**config.mk**
```make
export PLATFORM = sky130hd
export DESIGN_NAME = instr_fetch_unit
export DESIGN_NICKNAME = d
export VERILOG_FILES = /design/src/rtl/riscv_pkg.sv /design/src/rtl/pc_next_mux.sv /design/src/rtl/instr_fetch_unit.sv
export SDC_FILE = /design/constraint.sdc
export NUM_CORES = 1
export LEC_CHECK = 0
export BUFFER_PORTS_ARGS = -buffer_cell sky130_fd_sc_hd__buf_2
export CORE_MARGIN = 2
export CORE_UTILIZATION = 25
export DETAILED_ROUTE_END_ITERATION = 10
export GPL_TIMING_DRIVEN = 0
export PLACE_DENSITY_LB_ADDON = 0.1
export SLEW_MARGIN = 20
export SYNTH_ARGS = -nofsm -noshare
export SYNTH_HDL_FRONTEND = slang
export SYNTH_SLANG_ARGS = --single-unit
```
**constraint.sdc**
```tcl
create_clock -name clk -period 1.9 [get_ports clk]
set_input_delay 0.38 -clock clk [delete_from_list [all_inputs] [get_ports clk]]
set_output_delay 0.38 -clock clk [all_outputs]
set_load 0.01 [all_outputs]
```
**src/rtl/riscv_pkg.sv**
```systemverilog
// Shared fetch-stage definitions: default widths, reset PC, NOP encoding,
// FSM state encoding and fault cause codes.
package riscv_pkg;

    localparam int          XLEN      = 32;
    localparam logic [31:0] RESET_PC  = 32'h0000_0000;
    localparam int          MAX_WAIT  = 15;
    localparam logic [31:0] NOP_INSTR = 32'h0000_0013;

    typedef enum logic [1:0] {
        FETCH = 2'd0,
        HOLD  = 2'd1,
        FAULT = 2'd2
    } fetch_state_e;

    localparam logic [1:0] CAUSE_NONE     = 2'b00;
    localparam logic [1:0] CAUSE_MISALIGN = 2'b01;
    localparam logic [1:0] CAUSE_TIMEOUT  = 2'b10;

endpackage

```
**src/rtl/pc_next_mux.sv**
```systemverilog
// Next-PC selection: sequential PC+4 or the redirect target chosen by PcSrc.
// Purely combinational so pipelined variants can reuse it.
module pc_next_mux
    import riscv_pkg::*;
#(
    parameter int W = XLEN
) (
    input  logic [W-1:0] pc,
    input  logic         pc_src,
    input  logic [W-1:0] pc_target,
    output logic [W-1:0] pc_plus4,
    output logic [W-1:0] pc_next
);

    // PC+4 wraps modulo 2^W with no overflow handling.
    assign pc_plus4 = pc + W'(4);
    assign pc_next  = pc_src ? pc_target : pc_plus4;

endmodule

```
**src/rtl/instr_fetch_unit.sv**
```systemverilog
// Fetch stage: owns the PC, reads instruction words over a req/ack bus and
// hands Instr/PC/PCPlus4 downstream with a valid/accept handshake.
//
// state | meaning
// FETCH | request outstanding at PC (req held low for the first cycle after reset)
// HOLD  | Instr/PC valid, waiting for downstream accept
// FAULT | misaligned redirect or bus timeout; only reset exits
module instr_fetch_unit #(
    parameter int              XLEN     = riscv_pkg::XLEN,
    parameter logic [XLEN-1:0] RESET_PC = riscv_pkg::RESET_PC,
    parameter int              MAX_WAIT = riscv_pkg::MAX_WAIT
) (
    input  logic            clk,
    input  logic            reset,
    output logic            imem_req,
    output logic [XLEN-1:0] imem_addr,
    input  logic            imem_ack,
    input  logic [XLEN-1:0] imem_rdata,
    output logic [XLEN-1:0] Instr,
    output logic [XLEN-1:0] PC,
    output logic [XLEN-1:0] PCPlus4,
    output logic            instr_valid,
    input  logic            instr_accept,
    input  logic            PcSrc,
    input  logic [XLEN-1:0] PCTarget,
    output logic            fetch_fault,
    output logic [1:0]      fault_cause
);
    import riscv_pkg::*;

    localparam int WW = $clog2(MAX_WAIT + 1);

    fetch_state_e    state_q, state_d;
    logic [XLEN-1:0] pc_q, pc_d;
    logic [XLEN-1:0] instr_q, instr_d;
    logic            valid_q, valid_d;
    logic            req_q, req_d;
    logic            fault_q, fault_d;
    logic [1:0]      cause_q, cause_d;
    logic [WW-1:0]   wait_q, wait_d;
    logic [XLEN-1:0] pc_plus4, pc_next;

    pc_next_mux #(.W(XLEN)) u_pc_next (
        .pc        (pc_q),
        .pc_src    (PcSrc),
        .pc_target (PCTarget),
        .pc_plus4  (pc_plus4),
        .pc_next   (pc_next)
    );

    // Next-state and register updates for the fetch FSM.
    always_comb begin
        state_d = state_q;
        pc_d    = pc_q;
        instr_d = instr_q;
        valid_d = valid_q;
        req_d   = req_q;
        fault_d = fault_q;
        cause_d = cause_q;
        wait_d  = wait_q;
        unique case (state_q)
            FETCH: begin
                req_d = 1'b1;
                // An ack only counts once the request is actually on the bus.
                if (req_q && imem_ack) begin
                    instr_d = imem_rdata;
                    valid_d = 1'b1;
                    req_d   = 1'b0;
                    wait_d  = '0;
                    state_d = HOLD;
                end else if (req_q) begin
                    if (wait_q == WW'(MAX_WAIT - 1)) begin
                        fault_d = 1'b1;
                        cause_d = CAUSE_TIMEOUT;
                        req_d   = 1'b0;
                        state_d = FAULT;
                    end else begin
                        wait_d = wait_q + 1'b1;
                    end
                end
            end
            HOLD: begin
                if (instr_accept) begin
                    pc_d    = pc_next;
                    valid_d = 1'b0;
                    wait_d  = '0;
                    // Misaligned target is still loaded into PC for debug visibility.
                    if (PcSrc && (PCTarget[1:0] != 2'b00)) begin
                        fault_d = 1'b1;
                        cause_d = CAUSE_MISALIGN;
                        req_d   = 1'b0;
                        state_d = FAULT;
                    end else begin
                        req_d   = 1'b1;
                        state_d = FETCH;
                    end
                end
            end
            FAULT: begin
                req_d   = 1'b0;
                valid_d = 1'b0;
            end
            default: state_d = FETCH;
        endcase
    end

    // State and datapath registers with synchronous reset.
    always_ff @(posedge clk) begin
        if (reset) begin
            state_q <= FETCH;
            pc_q    <= RESET_PC;
            instr_q <= NOP_INSTR[XLEN-1:0];
            valid_q <= 1'b0;
            req_q   <= 1'b0;
            fault_q <= 1'b0;
            cause_q <= CAUSE_NONE;
            wait_q  <= '0;
        end else begin
            state_q <= state_d;
            pc_q    <= pc_d;
            instr_q <= instr_d;
            valid_q <= valid_d;
            req_q   <= req_d;
            fault_q <= fault_d;
            cause_q <= cause_d;
            wait_q  <= wait_d;
        end
    end

    assign imem_req    = req_q;
    assign imem_addr   = pc_q;
    assign Instr       = instr_q;
    assign PC          = pc_q;
    assign PCPlus4     = pc_plus4;
    assign instr_valid = valid_q;
    assign fetch_fault = fault_q;
    assign fault_cause = cause_q;

endmodule
```
# Word-level counts from Yosys, hierarchy flattened
# Cells that the tools add are included.
[classes]
add_sub_neg = 2
mux = 31
bitwise_logic = 1
n_reduce_logical = 13
eq_ne = 12
[ops]
columns = ["op", "count"]
rows = [
  ["32-bit by 3-bit adder with 32-bit output, second input constant", 1],
  ["32-bit two-way mux", 1],
  ["2-bit two-way mux", 8],
  ["4-bit two-way mux", 4],
  ["1-bit two-way mux", 12],
  ["2-bit != test, second input constant", 6],
  ["3-bit != test, second input constant", 3],
  ["4-bit case mux with 2 select lines", 1],
  ["4-bit AND reduction", 2],
  ["1-bit case mux with 3 select lines", 2],
  ["2-bit case mux with 3 select lines", 1],
  ["2-bit AND reduction", 3],
  ["6-bit AND reduction", 1],
  ["4-bit by 1-bit adder with 4-bit output, second input constant", 1],
  ["4-bit equality test, second input constant", 1],
  ["2-bit case mux with 2 select lines", 1],
  ["2-bit nonzero test", 2],
  ["3-bit AND reduction", 1],
  ["3-bit nonzero test", 1],
  ["2-bit by 1-bit equality test with 1-bit output, second input constant", 1],
  ["2-bit equality test, second input constant", 1],
  ["1-bit logical AND", 2],
  ["2-bit logical NOT", 1],
  ["1-bit case mux with 2 select lines", 1],
  ["1-bit NOT", 1],
]
[totals]
inputBits = 69
wordCells = 67
ff_bits = 75
output_inout_bits = 133

# Depth between registers and ports, before layout
[logic_depth]
ltp_word = 5
ltp_mapped = 9
ltp_nobuf = 6

# Hierarchy
# Synthesis repeated with hierarchy kept, for this count alone.
[hier_totals]
cells_unflattened = 558
hier_area_um2 = 4201.5
[by_module_without_submodules]
columns = ["mod", "seq_area_each_um2", "cells_per_inst", "n_inst", "area_per_inst_um2"]
rows = [
  ["instr_fetch_unit", 1501.4, 386, 1, 3081.7],
  ["pc_next_mux", 0.0, 172, 1, 1119.8],
]

# Worst setup path after synthesis
# No wires, ideal clock.
[synth_timing]
path_kind = "reg2out"
start = "register pc_q[16], in the netlist PC[16]"
end = "output PCPlus4[31]"
t_required_ps = 1520
t_arrival_ps = 1904
stages_incl_launch_ff = 7
setup_slack_ps = -384
path_buffers = 2
cell_sequence = "dfxtp_1 buf_2 nand4_2 or4_4 buf_6 nor4_1 xor2_1"
[synth_via]
elab_chain_len = 1
[synth_rtl]
columns = ["item", "line", "source"]
rows = [
  ["start: declaration", "instr_fetch_unit.sv:34", "logic [XLEN-1:0] pc_q, pc_d;"],
  ["start signal: assignment", "instr_fetch_unit.sv:120", "pc_q <= pc_d;"],
  ["32-bit by 3-bit adder with 32-bit output", "pc_next_mux.sv:16", "assign pc_plus4 = pc + W'(4);"],
  ["end: declaration", "instr_fetch_unit.sv:21", "output logic [XLEN-1:0] PCPlus4,"],
]
# Every way passes these cells.

# Worst setup path in the final report
[layout_timing]
start = "register pc_q[9], in the netlist PC[9]"
end = "output PCPlus4[31]"
# The elaborated chain is that of the path after synthesis.

==> key figures <==
Outcome
  • Status: complete, but fails checks
  • Violated checks: negative setup slack

Die
  • CORE AREA: 17900 µm²
  • Die height: 139.1 µm
  • Die W: 139.1 µm
  • Initial Util: 25.48%
  • Die area: 19340 µm²
  • # rows: 49
  • Boundary pin count: 202

Clock network
  • Post-cts hold buffer count: 0
  • Clock sink count: 75
  • TritonCTS clock tree: yes
  • Clk buf depth: 2
  • TritonCTS Buffers: 9
  • H-tree Lvls: 3
  • Clock Tree Root: clkbuf_16
  • Clk_lat worst skew: 0.35 ns
  • Clock transition at the registers of the reported paths: 0.07 ns

STA
  • Relative slew margins: 49.70%
  • Slew @ Worst Pin: 0.7546 ns
  • Final worst setup slack: -0.5522 ns
  • Hold Violations, Final: 0
  • Slew Viols, Final: 0
  • Final min period: 2.452 ns
  • Worst Clk Skew: 0.01234 ns
  • Final setup viols: 32
  • Fin crit share: 129.1%
  • Max frequency: 407.8 MHz
  • RSZ-0062 raised after global routing: yes
  • Worst-case hold slack: 0.2372 ns

Worst setup path
  • WP data required: 1.52 ns
  • CP Capture Type: output port
  • Crit Reg-Reg Endpoint: PC[27]
  • CP Cell Sequence: buf_6 > nand3_4 > or4_4 > buf_12 > nor4_4 > xor2_1 > buf_2
  • WP data arrival: 2.07 ns
  • R2r setup slk: -0.36 ns
  • R2R Path Start: PC[9]
  • Crit-path max FO: 5
  • CP max-delay cell: or4_4
  • Reg2Reg Depth: 8
  • CP Class: flop to output port
  • Max incr delay on CP: 0.56 ns
  • Critical path launch point type: flop

Drt
  • Routed len/inst: 17.31 µm
  • WL final: 19480 µm
  • Residual DRC: 0
  • TritonRoute pass-1 iters: 5
  • Vias post-DR: 5621
  • DRT iter0 DRCs: 364
  • ANT nets after route: 0
  • Via density per instance: 4.996

Yosys
  • Yosys cell types: 59
  • Async set-reset flop share out of synthesis: 0%
  • Mean Syn Cell Area: 7.476 µm²
  • Post-Syn Area: 4561 µm²
  • Mapped Nets: 686
  • Register area share after synthesis: 32.92%
  • Register bit total from synthesis: 75
  • Post-synth EDFFs: 0
  • Synth warn: 0
  • Most common flop cell mapped by yosys: dfxtp_1
  • Gate Count Post-Synth: 610

Flow run
  • Max-capacitance violation count: 0

Layout
  • Share of cells above drive strength 1: 51.00%
  • Area Overhead vs Synth: 65.71%
  • Number of diodes: 0
  • Most frequent cells in the layout: buf_2 (200), nand2_1 (109), buf_4 (96)
  • Nets: 967
  • Cell area after layout: 7557 µm²
  • Commonest non-fill, non-tap cell in the layout: buf_2

Place
  • Routability cong.: 0.8914
  • Pre-CTS WS: -0.6823 ns
  • Dpl hpwl: 13800 µm
  • Port bufs: 199
  • Placed Area: 6063 µm²

Global route
  • Largest net degree at the start of global routing: 16
  • Gr usage total: 19.32%
  • Initial antenna violation count: 0
  • Vias in the first global route: 5517
  • Overflow after GRT: 0
  • First-pass GRT wire length: 29640 µm

Pwr
  • VDD IR max: 0.0004022 V
  • Pleak: 0.003770 µW
  • P per Cell Area: 651.4 nW/µm²

Min path
  • Hold Path End: Instr[1]
  • Hold Startpoint: imem_rdata[1]
  • Cells on Worst Hold Path: 3
  • Hold Crit Class: primary input to flop
==> flip-flops by register name, summed over array words and instances (netlist names) <==
register     count
imem_req         1
Instr           32
wait_q           4
state_q          2
PC              32
instr_valid      1
fault_cause      2
fetch_fault      1
==> worst max-delay path: cells and delay by family (launching register included) <==
family	cells	cell delay [ns]
flops	1	0.33
xor+xnor	1	0.17
simple gates	3	0.77
buf+inv	3	0.44
==> area by class of cell <==
type / instances / area [µm²]
buffer: 80 / 594.3
clock buffer: 9 / 225.2
clock inverter: 7 / 60.06
fill: 1887 / 10340
inverter: 8 / 30.03
multi-input combinational: 437 / 3075
sequential: 75 / 1568
tap: 229 / 286.5
timing repair buffer: 280 / 1718
==> cells in the mapped netlist (3+ instances only) <==
cell type  number  area [µm²]
inv_1           8       30.03
and3_1         11       68.82
a311o_1         3       30.03
nand2b_1        3       18.77
a311oi_1        3       26.28
a31oi_1        13       81.33
nor2b_1         3       18.77
and4_1          5       43.79
or3_1           6       37.54
mux2i_1         5       50.05
nand2_1       114       427.9
nor4_1         11       68.82
a211oi_1        3       22.52
buf_4          35       262.8
a21boi_0        4       30.03
nor2_1         28       105.1
nand4_1        14       87.58
o41ai_1         5       43.79
clkbuf_1       38       142.6
xor2_1         15       131.4
xnor2_1        12       105.1
nor3_1         17       85.08
nand3_1        30       150.1
and2_1          3       18.77
o211ai_1        7       52.55
a21oi_1        52       260.3
a32o_1          5       50.05
a22o_1          4       35.03
o31ai_1         5       37.54
a41oi_1         3       26.28
buf_1           4       15.01
or2_2           4       25.02
ha_1            7       87.58
dfxtp_1        75        1501
o21ai_0        16       80.08
buf_2          11       55.05
==> stage by stage <==
step / util [%] / TNS, ns / power (µW) / cells
2_1_floorplan: - / -0.9257 / 2669 / 610
3_3_place_gp: 33.87 / -25.06 / 3136 / 1038
3_5_place_dp: 33.87 / -26.42 / 3171 / 1038
4_1_cts: 40.03 / -9.845 / 4935 / 1101
5_1_grt: 42.21 / -11.88 / 5209 / 1125
6_report: 42.21 / -9.281 / 4923 / 1125
==> how the worst max path moves through the flow <==
| stage | cells past startpoint | end | startpoint | slack [ns] |
|---|---|---|---|---|
| detailed placement | 8 | PC[20] | state_q[1] | -0.68 |
| global placement | 8 | PC[8] | state_q[1] | -0.67 |
| finish | 7 | PCPlus4[31] | PC[9] | -0.55 |
| CTS | 7 | PCPlus4[31] | PC[9] | -0.58 |
| global route | 7 | PCPlus4[31] | PC[9] | -0.63 |
| floorplan | 6 | PCPlus4[22] | PC[8] | -0.16 |
==> timing repair <==
action,4_1_cts,5_1_grt
cloned,1,0
pin swaps,39,45
buffers inserted,53,30
gates resized for setup,105,71
setup endpoints to repair,67,84
==> metal layers <==
layer / part of all wire (%) / up-vias / track usage [%]
met3: 6.4 / 46 / 4.040
li1: - / 2704 / -
met2: 50 / 250 / 32.80
met4: 3.0 / 0 / 8.400
met5: 0 / - / 0
met1: 41 / 2621 / 23.68
==> kinds of logic after synthesis <==
logic type / count (synthesis) / share of synthesized area [%]
XOR/XNOR: 27 / 5.185
multiplexers: 6 / 1.344
AO/OA/AOI/OAI: 137 / 19.59
adder cells (fa/ha/maj): 7 / 1.920
buffers and inverters: 98 / 11.44
AND/OR/NAND/NOR: 260 / 27.60
flip-flops: 75 / 32.92
==> power breakdown <==
part / internal [µW] / switching, µW / total (µW)
registers: 1730 / 137 / 1860
logic: 549 / 797 / 1350
clock network: 907 / 805 / 1710
total: 3180 / 1740 / 4920
Power figures use the tool's default switching activity.
